$ cat src/rtl/serial_and_sequencer.sv
// Bit-serial sequencer around an external 1-bit AND gate: shifts two operands out LSB first
// and collects the gate output into a WIDTH-bit result with a done pulse and zero flag.
module serial_and_sequencer #(
    parameter int unsigned WIDTH = 8
) (
    input  logic             clk,
    input  logic             rst_n,
    input  logic             start,
    input  logic [WIDTH-1:0] a_in,
    input  logic [WIDTH-1:0] b_in,
    output logic             gate_a,
    output logic             gate_b,
    input  logic             gate_c,
    output logic             busy,
    output logic             done,
    output logic [WIDTH-1:0] result,
    output logic             zero
);

    localparam int unsigned CntW = $clog2(WIDTH);
    localparam logic [CntW-1:0] CntLast = CntW'(WIDTH - 1);

    typedef enum logic [1:0] {StIdle, StShift, StDone} state_e;

    state_e           state_q, state_d;
    logic [WIDTH-1:0] a_sr_q, a_sr_d;
    logic [WIDTH-1:0] b_sr_q, b_sr_d;
    logic [WIDTH-1:0] result_q, result_d;
    logic [CntW-1:0]  cnt_q, cnt_d;
    logic             zero_q, zero_d;

    always_comb begin
        state_d  = state_q;
        a_sr_d   = a_sr_q;
        b_sr_d   = b_sr_q;
        result_d = result_q;
        cnt_d    = cnt_q;
        zero_d   = zero_q;
        unique case (state_q)
            StIdle: begin
                if (start) begin
                    a_sr_d   = a_in;
                    b_sr_d   = b_in;
                    cnt_d    = '0;
                    result_d = '0;
                    state_d  = StShift;
                end
            end
            StShift: begin
                result_d = {gate_c, result_q[WIDTH-1:1]};
                a_sr_d   = a_sr_q >> 1;
                b_sr_d   = b_sr_q >> 1;
                if (cnt_q == CntLast) begin
                    // Last bit lands this edge; zero is published with the final result.
                    cnt_d   = '0;
                    zero_d  = (result_d == '0);
                    state_d = StDone;
                end else begin
                    cnt_d = cnt_q + 1'b1;
                end
            end
            StDone: state_d = StIdle;
            default: state_d = StIdle;
        endcase
    end

    always_ff @(posedge clk or negedge rst_n) begin
        if (!rst_n) begin
            state_q  <= StIdle;
            a_sr_q   <= '0;
            b_sr_q   <= '0;
            result_q <= '0;
            cnt_q    <= '0;
            zero_q   <= 1'b0;
        end else begin
            state_q  <= state_d;
            a_sr_q   <= a_sr_d;
            b_sr_q   <= b_sr_d;
            result_q <= result_d;
            cnt_q    <= cnt_d;
            zero_q   <= zero_d;
        end
    end

    assign gate_a = (state_q == StShift) & a_sr_q[0];
    assign gate_b = (state_q == StShift) & b_sr_q[0];
    assign busy   = (state_q != StIdle);
    assign done   = (state_q == StDone);
    assign result = result_q;
    assign zero   = zero_q;

endmodule

$ cat config.mk
export PLATFORM = sky130hd
export DESIGN_NAME = serial_and_sequencer
export DESIGN_NICKNAME = d
export VERILOG_FILES = /design/src/rtl/serial_and_sequencer.sv
export SDC_FILE = /design/constraint.sdc
export NUM_CORES = 1
export LEC_CHECK = 0
export ABC_AREA = 1
export BUFFER_PORTS_ARGS = -buffer_cell sky130_fd_sc_hd__buf_2
export CELL_PAD_IN_SITES_DETAIL_PLACEMENT = 1
export CELL_PAD_IN_SITES_GLOBAL_PLACEMENT = 2
export CORE_ASPECT_RATIO = 1.4
export CORE_MARGIN = 1.5
export CORE_UTILIZATION = 34
export CTS_CLUSTER_DIAMETER = 120
export CTS_CLUSTER_SIZE = 20
export DETAILED_ROUTE_END_ITERATION = 8
export PLACE_DENSITY_LB_ADDON = 0.1
export SYNTH_ARGS = -nofsm -noshare
export SYNTH_HDL_FRONTEND = slang
export SYNTH_SLANG_ARGS = --single-unit
export TNS_END_PERCENT = 10
$ cat constraint.sdc
create_clock -name clk -period 1.8 [get_ports clk]
set_input_delay 0.09 -clock clk [delete_from_list [all_inputs] [get_ports clk]]
set_output_delay 0.09 -clock clk [all_outputs]
set_load 0.1 [all_outputs]
# After elaboration in Yosys (flattened, before gate mapping)
# Index checks and enable logic that the tools add are counted.
totals:
  out_inout_bits: 13
  register_bits: 30
  elab_cells: 33
  in_bits: 20
classes:
  n_eq_ne: 5
  addsub: 1
  muxes: 12
  bitwise_logic: 2
  reduce_logical: 7
op_table:
  columns: ["op", "n"]
  rows:
  - ["8-bit case mux with 2 select lines", 3]
  - ["8-bit 2-to-1 mux", 3]
  - ["8-bit zero test", 1]
  - ["3-bit 2-to-1 mux", 2]
  - ["3-bit case mux with 2 select lines", 1]
  - ["2-bit AND reduction", 3]
  - ["2-bit 2-to-1 mux", 2]
  - ["2-bit inequality test (second input constant)", 2]
  - ["2-bit case mux with 2 select lines", 1]
  - ["2-bit nonzero test", 2]
  - ["3-bit by 1-bit adder with 3-bit output (second input constant)", 1]
  - ["3-bit == test (second input constant)", 1]
  - ["1-bit AND", 2]
  - ["2-bit by 1-bit == test with 1-bit output (second input constant)", 1]
  - ["2-bit == test (second input constant)", 1]
  - ["2-bit zero test", 1]

# Logic depth before layout (Yosys ltp)
logic_depth:
  ltp_word: 3
  depth_mapped: 6
  mapped_depth_nobuf: 6

# Worst setup path before layout
# No wires, ideal clock.
synth_timing:
  kind: "flip-flop to output port"
  startpoint: "register state_q[1]"
  endpoint: "output gate_a"
  path_buffers: 1
  setup_slack_ns: -0.315
  arrival_time_ns: 2.025
  required_ns: 1.710
  path_stages_with_launch: 5
  cell_sequence: "dfrtp_1 inv_2 nand2_4 buf_6 nor2_1"
synth_between:
  elab_chain_len: 2
synth_rtl:
  columns: ["element", "line", "source"]
  rows:
  - ["start: declaration", "25", "state_e state_q, state_d;"]
  - ["start signal: assignment", "69", "state_q <= StIdle;"]
  - ["start signal: assignment", "76", "state_q <= state_d;"]
  - ["2-bit by 1-bit == test with 1-bit output", "85", "assign gate_a = (state_q == StShift) & a_sr_q[0];"]
  - ["1-bit AND", "85", null]
  - ["end: declaration", "11", "output logic gate_a,"]
# No other way between the ends.

# Final worst setup path
# Same ends and word-level chain as after synthesis.

==> results by group <==
STA
  • Final Hold Violating Endpoints: 0
  • Slew at the pin with the worst max-slew slack: a little over 0.7 ns
  • Setup Skew: 0.00343 ns
  • Slew headroom: 52.7%
  • Hold slack: 0.000856 ns
  • Crit share post-route: about nine tenths
  • Final WS setup: approximately 0.2 ns
  • Final Max Tran Viols: 0
  • Highest clock rate: 624 MHz
  • Final setup fails: 0
  • Fin crit period: 1.60 ns
  • RSZ-0062 raised after global routing: no

Pwr
  • Logic pwr share: 55.8%
  • Psw: between 2000 and 2500 uW
  • Internal power: approximately 1800 uW
  • Part of the power in the clock network: 13.8%
  • Leakage: 0.000970 uW
  • Worst vdd ir: 0.797 mV
  • Net Sw Frac: between 50 and 60%
  • Cell Pwr Density: 2110 nW/um^2
  • Reg power frac: 30.4%

Worst setup path
  • Critical path class: flop to primary output
  • Critical R2R Capture: result[7]
  • Critical Path End: gate_a
  • Worst endpoint data arrival time: 1.51 ns
  • Worst-path maximum fanout: 24
  • R2r startpoint: state_q[0]
  • Worst Setup Start Kind: flop
  • Worst setup path start: state_q[1]
  • R2r worst-path depth: 4
  • Worst Path Required: 1.71 ns
  • Crit. End Element: primary output
  • FF-to-FF setup slack: 0.36 ns

Cells and area
  • Antenna fix cells: 0
  • Final core occ: 42.5%
  • Area Overhead vs Synth: 19.3%
  • Layout cells sized above 1: 35.2%
  • FILL cells: 497
  • Nets@finish: 222
  • Post-route insts no fill: 259

Floorplanning
  • Die width: 59.3 um
  • I/O pins: 33
  • Row count: 28
  • Die ar.: 4860 um^2
  • Starting Density: between 30% and 40%
  • Chip Height: 81.9 um
  • Core Region: between 4000 and 5000 um^2

GRT
  • Gr usage total: 16.8%
  • First-pass GRT wire length: 5930 um
  • Gr ovfl total: 0
  • Vias in the first global route: 1264
  • Initial antenna violation count: 0
  • Largest net degree at the start of global routing: 31

Logic synthesis
  • Syn_nets: 187
  • Yosys top cell by area: dfrtp_1
  • Yosys Warn Count: 0
  • Dominant synthesized flop cell: dfrtp_1
  • Post-Synthesis Mean Instance Area: 9.15 um^2
  • Syn Std Cell Area: 1510 um^2
  • Synth cell count leaders: dfrtp_1, nand2_1, nand3_1, inv_1
  • Post-synth EDFFs: 0
  • Most frequent cell after synthesis: dfrtp_1
  • Synth area leaders: dfrtp_1, nand3_2, nand2_1
  • Synth cell types: 20
  • #FFs+latches synth: 30
  • Synth async-reset ratio: 100%
  • Mapped Cells: 165
  • Sequential area share after synthesis: 49.7%
  • Yosys top cell area share: 49.7%

Clocking
  • Worst skew pair latency: 0.28 ns
  • CTS HTree Levels: 2
  • Longest Clk Path Bufs: 2
  • CTS tree: yes
  • Clk slew on worst S/H paths: approximately 0.06 ns
  • Sink Count: 30
  • Number of buffers created by CTS: 5
  • Clk root buf: clkbuf_8

Drt
  • First drt pass iteration count: 4
  • DRT antenna net count: 0
  • Routed WL per cell: 13.6 um
  • Via count: 1209
  • Vias per inst: 4.67
  • DRC: 0
  • Post-Route WL: 3510 um
  • Iteration-0 DRC Markers: 39

Placement
  • HPWL after DPL: 2560 um
  • Worst slack, placed: 0.343 ns
  • Placed cell count: 252
  • Port Buffers: 32
  • Global placement routability congestion: about 0.75

Worst hold path
  • Worst hold path class: primary input to flop

Outcome
  • Status: completed

Flow run
  • Max_cap viols: 0
how the worst min path moves through the flow:
stage / from / end / slack (ns) / cells after the start
2_1_floorplan: rst_n / a_sr_q[0] / -0.21 / 0
3_3_place_gp: rst_n / result[7] / 0.17 / 1
3_5_place_dp: rst_n / result[6] / 0.18 / 1
4_1_cts: a_in[7] / a_sr_q[7] / 0.001 / 3
5_1_grt: a_in[7] / a_sr_q[7] / 0.004 / 3
6_report: a_in[7] / a_sr_q[7] / 0.0009 / 3
power groups by stage:
stage | combinational (uW) | clock [uW] | sequential (uW)
6_report | 2120 | 526 | 1160
5_1_grt | 2300 | 580 | 1200
4_1_cts | 2150 | 553 | 1160
3_5_place_dp | 2150 | 0 | 1170
3_3_place_gp | 2100 | 0 | 1150
2_1_floorplan | 1220 | 0 | 1750
layout make-up:
type	instances	area [um^2]	area share, %
Clock buffer	6	82.6	4.58
Inverter	22	87.6	4.86
Multi-Input combinational cell	106	603	33.5
Sequential cell	30	751	41.7
Tap cell	60	75.1	4.17
Timing Repair Buffer	35	203	11.2
cells by family (layout without fill, tap and decap cells):
logic type               Yosys count  after routing  share of synthesized area [%]
AND/OR/NAND/NOR                   92             92                           33.6
buffers and inverters             29             63                           10.4
flip-flops                        30             30                           49.7
AO/OA/AOI/OAI                     12             12                           4.72
adder cells (fa/ha/maj)            2              2                           1.66
placed cells by master (no fill, tap or decap):
master | synthesis | layout
nand2_2 | 12 | 12
nor2_1 | 10 | 10
nand3_1 | 21 | 21
buf_4 | 0 | 2
dfrtp_1 | 30 | 30
dlygate4sd3_1 | 0 | 1
inv_2 | 1 | 1
o21ai_0 | 3 | 3
inv_6 | 1 | 1
clkbuf_4 | 0 | 1
nor2_2 | 1 | 1
clkbuf_8 | 0 | 6
buf_2 | 3 | 30
o21ai_2 | 1 | 1
nand2_1 | 29 | 29
inv_1 | 20 | 20
nand3_2 | 12 | 12
nand4_1 | 5 | 5
o22ai_1 | 6 | 6
buf_12 | 1 | 1
ha_1 | 2 | 2
o21ai_1 | 2 | 2
nand2_4 | 2 | 2
worst max-delay path: stages, from the launching register on:
cell,delay (ns)
dfrtp_1,0.39
inv_2,0.15
nand2_4,0.21
nor2_1,0.14
clkbuf_4,0.34
stage by stage:
step           setup TNS (ns)  total power [uW]  area, um^2
2_1_floorplan          -0.644              2970        1510
3_3_place_gp                0              3250        1710
3_5_place_dp                0              3320        1710
4_1_cts                     0              3860        1800
5_1_grt                     0              4080        1800
6_report                    0              3800        1800
timing repair:
action | in CTS | in global routing
hold buffers | 1 | 0
buffers inserted | 0 | 0
setup endpoints to repair | 0 | 1
endpoints found under the hold margin | 30 | 0
gates resized for setup | 0 | 1
state kept, by name, indices dropped and copies added (netlist names):
| register | flops |
|---|---|
| a_sr_q | 8 |
| b_sr_q | 8 |
| cnt_q | 3 |
| result | 8 |
| state_q | 2 |
| zero | 1 |
routing by layer:
metal	track usage (%)	up-vias	wire [um]
met2	27.7	26	1770
met3	5.35	8	128
met5	0	-	0
met4	7.50	0	76
met1	19.7	574	1540
li1	-	601	-
Power figures use the tool's default switching activity.
